[config.mk]
export PLATFORM = sky130hd
export DESIGN_NAME = piso_tx_ctrl
export DESIGN_NICKNAME = d
export VERILOG_FILES = /design/src/rtl/piso_pkg.sv /design/src/rtl/piso_tx_ctrl_shreg.sv /design/src/rtl/piso_tx_ctrl.sv
export SDC_FILE = /design/constraint.sdc
export NUM_CORES = 1
export LEC_CHECK = 0
export CORE_MARGIN = 2
export CORE_UTILIZATION = 46
export DETAILED_ROUTE_END_ITERATION = 10
export PLACE_DENSITY_LB_ADDON = 0.1
export SYNTH_ARGS = -nofsm -noshare
export SYNTH_HDL_FRONTEND = slang
export SYNTH_SLANG_ARGS = --single-unit
[constraint.sdc]
create_clock -name clk -period 3.63 [get_ports clk]
set_input_delay 0.363 -clock clk [delete_from_list [all_inputs] [get_ports clk]]
set_output_delay 0.363 -clock clk [all_outputs]
set_load 0.01 [all_outputs]
[src/rtl/piso_pkg.sv]
// Shared types and constants for the PISO serializer controller.
package piso_pkg;

  typedef enum logic [1:0] {
    IDLE  = 2'd0,
    SHIFT = 2'd1,
    GAP   = 2'd2
  } state_t;

  localparam state_t RST_STATE = IDLE;
  localparam logic   RST_BIT   = 1'b0;

  // Width of the bit counter for an n-bit word (holds 0..n-1, at least 1 bit).
  function automatic int cnt_w(input int n);
    return (n <= 2) ? 1 : $clog2(n);
  endfunction

endpackage

[src/rtl/piso_tx_ctrl_shreg.sv]
// N-bit parallel-in / serial-out left-shift register, zero fill, MSB out.
module piso_shreg
  import piso_pkg::*;
#(
  parameter int N = 8
) (
  input  logic         clk,
  input  logic         rst_n,
  input  logic         en,
  input  logic         ld,
  input  logic [N-1:0] d,
  output logic         msb
);

  logic [N-1:0] q;

  // Load a new word, or shift left by one with a zero entering the LSB.
  always_ff @(posedge clk or negedge rst_n) begin
    if (!rst_n) begin
      q <= {N{RST_BIT}};
    end else if (en) begin
      q <= ld ? d : {q[N-2:0], 1'b0};
    end
  end

  assign msb = q[N-1];

endmodule

[src/rtl/piso_tx_ctrl.sv]
// Serializer controller: accepts a word over valid/ready, shifts it out
// MSB-first at div+1 clocks per bit, framed by frame/bit_stb/done.
//
// state | meaning
// IDLE  | waiting for a word; in_ready high unless abort
// SHIFT | frame active, bits going out on sout
// GAP   | one cycle after the last bit; done pulses here
module piso_tx_ctrl
  import piso_pkg::*;
#(
  parameter int N     = 8,
  parameter int DIV_W = 8
) (
  input  logic             clk,
  input  logic             rst_n,
  input  logic [DIV_W-1:0] div,
  input  logic             in_valid,
  output logic             in_ready,
  input  logic [N-1:0]     in_data,
  input  logic             abort,
  output logic             sout,
  output logic             frame,
  output logic             bit_stb,
  output logic             done,
  output logic             busy
);

  localparam int            CW       = cnt_w(N);
  localparam logic [CW-1:0] LAST_BIT = CW'(N - 1);

  state_t           state;
  logic [CW-1:0]    bit_cnt;
  logic [DIV_W-1:0] div_cnt;
  logic [DIV_W-1:0] div_q;
  logic             accept;
  logic             step;
  logic             kill;
  logic             sh_en;
  logic             sh_ld;
  logic             sh_msb;
  logic [N-1:0]     sh_d;

  assign in_ready = (state == IDLE) & ~abort;
  assign accept   = in_valid & in_ready;
  assign kill     = abort & (state != IDLE);
  assign step     = (state == SHIFT) & ~abort & (div_cnt == '0) & (bit_cnt != '0);

  // Accept and kill are mutually exclusive; kill reloads zeros to clear the word.
  assign sh_en = accept | step | kill;
  assign sh_ld = accept | kill;
  assign sh_d  = kill ? '0 : in_data;
  assign sout  = sh_msb & frame;

  piso_shreg #(.N(N)) u_shreg (
    .clk   (clk),
    .rst_n (rst_n),
    .en    (sh_en),
    .ld    (sh_ld),
    .d     (sh_d),
    .msb   (sh_msb)
  );

  // Sequencer: state, bit/divider counters and registered framing outputs.
  always_ff @(posedge clk or negedge rst_n) begin
    if (!rst_n) begin
      state   <= RST_STATE;
      bit_cnt <= '0;
      div_cnt <= '0;
      div_q   <= '0;
      frame   <= RST_BIT;
      bit_stb <= RST_BIT;
      done    <= RST_BIT;
      busy    <= RST_BIT;
    end else begin
      bit_stb <= 1'b0;
      done    <= 1'b0;
      if (kill) begin
        state <= IDLE;
        frame <= 1'b0;
        busy  <= 1'b0;
      end else begin
        case (state)
          IDLE: begin
            if (accept) begin
              state   <= SHIFT;
              div_q   <= div;
              div_cnt <= div;
              bit_cnt <= LAST_BIT;
              frame   <= 1'b1;
              bit_stb <= 1'b1;
              busy    <= 1'b1;
            end
          end
          SHIFT: begin
            if (div_cnt != '0) begin
              div_cnt <= div_cnt - 1'b1;
            end else if (bit_cnt != '0) begin
              bit_cnt <= bit_cnt - 1'b1;
              div_cnt <= div_q;
              bit_stb <= 1'b1;
            end else begin
              state <= GAP;
              frame <= 1'b0;
              done  <= 1'b1;
            end
          end
          GAP: begin
            state <= IDLE;
            busy  <= 1'b0;
          end
          default: begin
            state <= IDLE;
            frame <= 1'b0;
            busy  <= 1'b0;
          end
        endcase
      end
    end
  end

endmodule

# Word-level counts from Yosys, hierarchy flattened

Cells that the tools add are included.

$add $sub $neg: 2
Equal/unequal tests: 11
Multiplexer cells: 31
Bitwise gates (word level): 12
Reductions and logical operators: 12

Operator list:

| kind                                                                    | count |
|---|---|
| 8-bit 2-to-1 mux                                                        | 5 |
| 8-bit case mux with 2 select lines                                      | 1 |
| 1-bit 2-to-1 mux                                                        | 13 |
| 3-bit 2-to-1 mux                                                        | 3 |
| 3-bit inequality test, second input constant                            | 3 |
| 8-bit zero test                                                         | 1 |
| 2-bit 2-to-1 mux                                                        | 4 |
| 2-bit inequality test, second input constant                            | 4 |
| 4-bit AND reduction                                                     | 2 |
| 8-bit nonzero test                                                      | 1 |
| 8-bit by 1-bit subtractor with 8-bit output, second input constant      | 1 |
| 1-bit AND                                                               | 7 |
| 3-bit case mux with 2 select lines                                      | 1 |
| 3-bit AND reduction                                                     | 2 |
| 5-bit AND reduction                                                     | 1 |
| 1-bit case mux with 2 select lines                                      | 2 |
| 2-bit case mux with 2 select lines                                      | 1 |
| 2-bit nonzero test                                                      | 2 |
| 3-bit by 1-bit inequality test with 1-bit output, second input constant | 1 |
| 1-bit bitwise OR                                                        | 3 |
| 1-bit case mux with 3 select lines                                      | 1 |
| 3-bit nonzero test                                                      | 1 |
| 3-bit by 1-bit subtractor with 3-bit output, second input constant      | 1 |
| 2-bit by 1-bit == test with 1-bit output, second input constant         | 1 |
| 5 further kinds                                                         | 6 |

Register bits: 33
Bits of input ports: 20
Output and inout bits: 6
Word-level logic and storage cells: 77

# Depth between registers and ports, before layout

Gate-level depths: netlist (run 1).

Depth after elaboration: 6
Gate-level depth with buffers: 7
Depth with buffers taken out: 6

# Modules after synthesis

From an unflattened synthesis (run 1), not the netlist that was laid out.

Cells, all modules: 210
Area total of the unflattened synthesis: 1934.4 sq um

By module, submodules not included:

| module       | times used | cells an instance | area each (sq um) |
|---|---|---|---|
| piso_tx_ctrl | 1          | 175               | 1559.0 |
| piso_shreg   | 1          | 35                | 375.4 |

# Worst setup path after synthesis (run 1)

Ideal clock, no wire load.

Kind: flip-flop to flip-flop
Start point: register div_cnt[0]
End point: register div_cnt[3]
Arrival time: 1.791 ns
Slack: 1.714 ns
Stages on the path, launching flop included: 7
Period minus slack after synthesis: 1.916 ns
Cell sequence: dfrtp_1 -> inv_1 -> ha_1 -> or3b_2 -> o21ai_0 -> o221ai_1 -> mux2_4

Cells in the longest elaborated chain, start to end: 3

RTL lines:

| element                                                                                     | line                                   | source |
|---|---|---|
| from (decl)                                                                                 | piso_tx_ctrl.sv:33                     | `logic [DIV_W-1:0] div_cnt;` |
| from (signal assigned)                                                                      | piso_tx_ctrl.sv:87                     | `div_cnt <= div;` |
| from (signal assigned)                                                                      | piso_tx_ctrl.sv:96                     | `div_cnt <= div_cnt - 1'b1;` |
| from (signal assigned)                                                                      | piso_tx_ctrl.sv:99                     | `div_cnt <= div_q;` |
| 8-bit by 1-bit subtractor with 8-bit output / 8-bit nonzero test (equally long branches)    | piso_tx_ctrl.sv:96, piso_tx_ctrl.sv:95 |  |
| 8-bit 2-to-1 mux / 3-bit by 1-bit inequality test with 1-bit output (equally long branches) | -                                      |  |
| 8-bit case mux with 2 select lines / 4-bit AND reduction (equally long branches)            | -                                      |  |

Several ways; a longest one is shown, not always the timed one.
A chain may end at the register's enable or synchronous reset.

# Final worst setup path (run 1)

Start point: register div_cnt[3]
End point: register bit_cnt[2]

Cells in the longest elaborated chain, start to end: 3

RTL lines:

| element                         | line               | source |
|---|---|---|
| 8-bit nonzero test              | piso_tx_ctrl.sv:95 | `if (div_cnt != '0) begin` |
| 2-bit inequality test (no line) | -                  |  |
| 5-bit AND reduction (no line)   | -                  |  |
| to (signal assigned)            | piso_tx_ctrl.sv:98 | `bit_cnt <= bit_cnt - 1'b1;` |
| to (decl)                       | piso_tx_ctrl.sv:32 | `logic [CW-1:0] bit_cnt;` |

Every way passes these cells.

==> results by group, run 1 <==
Worst setup path
  – Crit path capture type: flop
  – Kind of launch point of the worst setup path: flop
  – Crit Path Max Fanout: 14
  – Worst path arrival time: 2490 ps
  – Critical path type: reg2reg
  – Critical Path RT: 3850 ps

Power
  – Max VDD drop: 0.000246 V
  – Leak: 0.923 nW
  – Pwr dens: 463 nW/um^2

Drt
  – Wire per inst: 16.2 um
  – Number of routed nets with antenna violations: 0
  – Final WL: 4.22 mm
  – DRC: 0
  – First-pass DRT Iterations: 5
  – Total vias in the final route: 1509
  – DR iter-0 viols: 100
  – Routed vias/inst: 5.80

Global route
  – Met3 GRT Util: 5.83%
  – Initial antenna violation count: 0
  – Global routing met1 resource utilization: 26.5%
  – Gr usage total: 21.6%
  – Top Usage Layer GRT: met2
  – First-pass GRT wire length: 7.20 mm
  – Vias in the first global route: 1489
  – GR Overflow Total: 0
  – Largest net degree at the start of global routing: 34
  – Routing usage on met2: 36.5%

Die
  – Die X: 67.7 um
  – IO Count: 26
  – Initial core utilization: 47.4%
  – Core box area: 3940 sq um
  – Die area: 4580 sq um
  – Die H: 67.7 um
  – Cell Rows: 23

STA
  – Final Hold Vio Count: 0
  – RSZ-0062 raised after global routing: no
  – Worst Tran Pin Value: 735 ps
  – Post-route setup TNS: 0 ps
  – Slew headroom: 50.9%
  – Final setup viols: 0
  – Fin crit share: 62.4%
  – Final min period: 2270 ps
  – Clock Skew: 6.49 ps
  – Slew Limit Fails: 0
  – Fmax: 441 MHz

Run status
  – Outcome: complete, no violations

Synth
  – Cell taking the most area after synthesis: dfrtp_1
  – Ys flop type: dfrtp_1
  – Synth Warn #: 0
  – Synthesized cell area: 1870 sq um
  – Number of synthesized flops with an enable pin: 0
  – Syn Area/Cell: 10.2 sq um
  – Number of cells produced by synthesis: 183
  – Area share of the largest cell type after synthesis: 44.2%
  – Synth cell types: 44
  – Syn_nets: 207
  – Commonest cells in the netlist: 33 x dfrtp_1, 19 x nand2_1, 10 x inv_1
  – Register bit total from synthesis: 33
  – Most frequent cell after synthesis: dfrtp_1
  – Register area share after synthesis: 44.2%
  – Largest cells by area after synthesis: dfrtp_1 44%, mux2_2 4.8%, a2bb2oi_1 4.2%
  – Post-synth ARST share: 100%

Clock network
  – TritonCTS clock tree: yes
  – Clk root buf: clkbuf_8
  – H-tree levels: 2
  – Clock Sinks: 33
  – Setup Buffers After CTS: 0
  – Cts bufs inserted: 5
  – CTS Hold Bufs: 0
  – Skew-Pair Late Insertion Delay: 290 ps
  – Clock-pin slew on the worst setup and hold paths: 70 ps
  – Post-CTS sizing: 0
  – CTS Buffer Depth: 2

Finish
  – Area of the multi-input gates: 946 sq um
  – FILL cells: 340
  – Diodes inserted: 0
  – Nets: 233
  – Share of layout cells above drive strength 1: 13.8%
  – Storage element area: 826 sq um
  – Final Util: 57.9%
  – Synth-to-Final Area Change: 22.3%

Place
  – Final Wtd Congestion: 0.818
  – I/O Buffers: 25
  – HPWL Detailed: 2.98 mm

Min path
  – Min-Delay Path Class: in2async

Flow run
  – Maxcap violations: 0
routing by layer:
metal / wire (um) / vias up
li1: - / 732
met1: 1850 / 732
met2: 2130 / 37
met3: 184 / 8
met4: 56 / 0
met5: 0 / -
placed cells by master (no fill, tap or decap), types with 2 or more instances in the layout:
cell type / netlist / routed
dfrtp_1: 33 / 33
and2_1: 4 / 4
o21ai_0: 9 / 9
o211ai_1: 2 / 2
o41ai_1: 7 / 7
a21oi_1: 9 / 9
nor3_1: 7 / 7
or4_1: 3 / 3
a2bb2oi_1: 9 / 9
a31oi_1: 5 / 5
ha_1: 4 / 4
clkbuf_8: 0 / 6
inv_1: 10 / 10
buf_4: 0 / 6
mux2_2: 8 / 8
nand2_1: 19 / 19
o221ai_1: 2 / 2
mux2_4: 2 / 2
clkdlybuf4s50_1: 0 / 25
nand2b_1: 3 / 3
xnor2_1: 3 / 3
nor2_1: 4 / 4
nor3b_1: 3 / 3
a211oi_1: 4 / 4
nor2b_1: 3 / 3
worst paths after layout:
path	startpoint	endpoint	cells past startpoint	slack (ps)
setup / recovery	div_cnt[3]	bit_cnt[2]	4	1360
hold / removal	rst_n	div_cnt[5]	2	470
setup reg to reg	div_cnt[3]	bit_cnt[2]	4	1360
hold reg to reg	bit_cnt[0]	bit_cnt[0]	1	470
max in group asynchronous	rst_n	div_q[1]	2	2850
min in group clk	bit_cnt[0]	bit_cnt[0]	1	470
critical path, stage by stage, from the launching register on:
cell	delay (ps)
dfrtp_1	460
nor4_4	650
nand3_2	410
or4_1	570
nand3b_1	100
cell type report:
| type | instances | area share (%) |
|---|---|---|
| Timing Repair Buffer | 31 | 12.9 |
| Clock buffer | 7 | 3.78 |
| Inverter | 10 | 1.64 |
| Sequential cell | 33 | 36.2 |
| Tap cell | 50 | 2.74 |
| Multi-Input combinational cell | 128 | 41.4 |
| Clock inverter | 1 | 1.32 |
through the flow:
step	total power, mW	area (sq um)	instances	setup slack [ps]	hold slack (ps)
6_report	1.06	2280	260	1360	467
2_1_floorplan	0.623	1870	183	1710	67.4
4_1_cts	1.06	2280	260	1370	470
3_3_place_gp	0.695	2170	252	1310	462
3_5_place_dp	0.703	2170	252	1200	461
5_1_grt	1.11	2280	260	1180	484
sequential cells by signal, indices dropped and copies added (netlist names):
name / count
bit_stb: 1
frame: 1
busy: 1
state: 2
bit_cnt: 3
done: 1
div_cnt: 8
u_shreg.q: 8
div_q: 8
power by group:
part           internal (mW)  switching (mW)  leakage, nW
clock network          0.224           0.135       0.0585
logic                  0.120          0.0989        0.481
registers              0.422          0.0571        0.384
kinds of logic (layout without fill, tap and decap cells):
kind of cell | count (synthesis) | count (layout) | share of synthesized area [%]
AOI/OAI and AO/OA | 56 | 56 | 22.1
and+or+nand+nor | 55 | 55 | 17.7
DFF | 33 | 33 | 44.2
buffers and inverters | 22 | 49 | 5.43
muxes | 10 | 10 | 6.43
adders and majority gates | 4 | 4 | 2.68
xor gates and xnor gates | 3 | 3 | 1.41
Note: power is estimated with default switching activity, not from simulation.
==> inputs of run 2 (changes only) <==
clock period = 2.2 ns   (was 3.63 ns; I/O delays follow)
==> run 2 against run 1 <==
Sequential power is 65% higher. Combinational power increased by 71%. Worst setup slack worse by 1200 ps. Largest power group unchanged. Maximum frequency increased by 9.0%. Count of clock-buffer cells in the layout shrank 2.
==> results by group, run 2 (synthesis gave the netlist of run 1 again) <==
Place
  – I/O Buffers: 25
  – Final Wtd Congestion: 0.928
  – Post-DP Area: 2200 sq um
  – HPWL Detailed: 3.18 mm

Drt
  – DRC: 0
  – Routed wire length on met3: 230 um
  – WL met1: 1.87 mm
  – Final WL: 4.32 mm
  – DR iter-0 viols: 114
  – Met2 WL: 2.16 mm
  – First-pass DRT Iterations: 4
  – Wire per inst: 16.4 um
  – Routed vias/inst: 5.81
  – Number of routed nets with antenna violations: 0
  – Top sig layer: met4
  – Total vias in the final route: 1535

Finish
  – Commonest non-fill, non-tap cell in the layout: dfrtp_1
  – Diodes inserted: 0
  – Final instance area: 2290 sq um
  – Nets: 237
  – FILL cells: 340
  – Largest regs: div_cnt: 8 flops, div_q: 8 flops, u_shreg.q: 8 flops
  – Most frequent cells in the layout: 33 x dfrtp_1, 25 x clkdlybuf4s50_1, 19 x nand2_1, 10 x inv_1, 10 x buf_4
  – Final Util: 58.0%
  – Synth-to-Final Area Change: 22.5%
  – Share of layout cells above drive strength 1: 17.3%

Worst setup path
  – Worst path arrival time: 2240 ps
  – CP max stage delay: 410 ps
  – R2r setup slk: 120 ps
  – Crit path capture: u_shreg.q[3]
  – Crit Path Max Fanout: 8
  – Crit path cell chain: inv_1 -> ha_2 -> and4bb_2 -> nand3_2 -> buf_4 -> o41ai_1 -> a2bb2oi_1
  – CP max-delay cell: dfrtp_1
  – Crit path capture type: flop
  – Critical path depth: 7
  – FF-to-FF End: u_shreg.q[3]
  – Setup crit start: div_cnt[0]
  – Reg2reg start: div_cnt[0]
  – Crit path buf inv count: 2
  – Critical path type: reg2reg
  – Crit path max-delay family: simple AND/OR/NAND/NOR gates
  – Critical Path RT: 2360 ps
  – Kind of launch point of the worst setup path: flop
  – Reg2reg path depth: 7

Clock network
  – TritonCTS clock tree: yes
  – CTS Hold Bufs: 0
  – Setup Buffers After CTS: 0
  – Clk root buf: clkbuf_8
  – H-tree levels: 2
  – Cts bufs inserted: 5
  – Skew-Pair Late Insertion Delay: 290 ps
  – Clock Sinks: 33
  – CTS Buffer Depth: 2
  – Clock-pin slew on the worst setup and hold paths: 70 ps

Min path
  – Min-Delay Path Class: in2async

STA
  – Worst Tran Pin Value: 436 ps
  – Fin crit share: 94.5%
  – Slew headroom: 70.7%
  – Final setup viols: 0
  – Post-route setup TNS: 0 ps
  – RSZ-0062 raised after global routing: no
  – Final min period: 2080 ps
  – Fmax: 481 MHz
  – Slew Limit Fails: 0
  – Final Hold Vio Count: 0
  – Clock Skew: 3.40 ps

Power
  – Leak: 0.924 nW
  – Pwr dens: 706 nW/um^2
  – Max VDD drop: 0.000359 V

Global route
  – Largest net degree at the start of global routing: 34
  – Vias in the first global route: 1608
  – GR Overflow Total: 0
  – Gr usage total: 22.2%
  – First-pass GRT wire length: 7.47 mm
  – Initial antenna violation count: 0

Die
  – Die area: 4580 sq um
  – IO Count: 26
  – Initial core utilization: 47.4%
  – Core box area: 3940 sq um
  – Die X: 67.7 um
  – Cell Rows: 23
  – Die H: 67.7 um

Flow run
  – Maxcap violations: 0

Run status
  – Outcome: complete, no violations
## run 2: how the worst min path moves through the flow
stage	startpoint	end	slack, ps
5_1_grt	rst_n	div_cnt[1]	370
6_report	rst_n	div_cnt[6]	330
3_3_place_gp	bit_cnt[0]	bit_cnt[0]	450
4_1_cts	rst_n	div_cnt[1]	350
2_1_floorplan	rst_n	bit_cnt[0]	-80
3_5_place_dp	bit_cnt[0]	bit_cnt[0]	470
## run 2: final cells by class
type	instances	area [sq um]	area share, %
Clock buffer	5	68.8	3.01
Clock inverter	3	17.5	0.766
Inverter	10	37.5	1.64
Multi-Input combinational cell	128	950	41.5
Sequential cell	33	826	36.1
Tap cell	50	62.6	2.74
Timing Repair Buffer	35	325	14.2
## run 2: power breakdown
part	total (mW)	switching, mW	internal, mW
Clock	0.450	0.232	0.218
Combinational	0.374	0.169	0.205
Sequential	0.792	0.0954	0.696
## run 2: per-layer routing
layer	up-vias	global-route usage (%)
li1	742	-
met1	743	26.1
met2	40	39.0
met3	10	5.50
met4	0	7.65
met5	-	0
## run 2: timing repair
| action | 4_1_cts | 5_1_grt |
|---|---|---|
| resized for setup | 0 | 4 |
| endpoints found under the hold margin | 0 | 0 |
| endpoints found under the setup margin | 0 | 12 |
## run 2: per-stage QoR
stage | hold slack [ps] | total power [mW] | setup slack [ps] | instances
finish | 331 | 1.62 | 121 | 264
global route | 370 | 1.71 | 6.13 | 264
CTS | 346 | 1.62 | 48.7 | 264
detailed placement | 469 | 1.17 | 55.0 | 256
global placement | 455 | 1.16 | 158 | 256
floorplan | -75.6 | 1.03 | 284 | 183
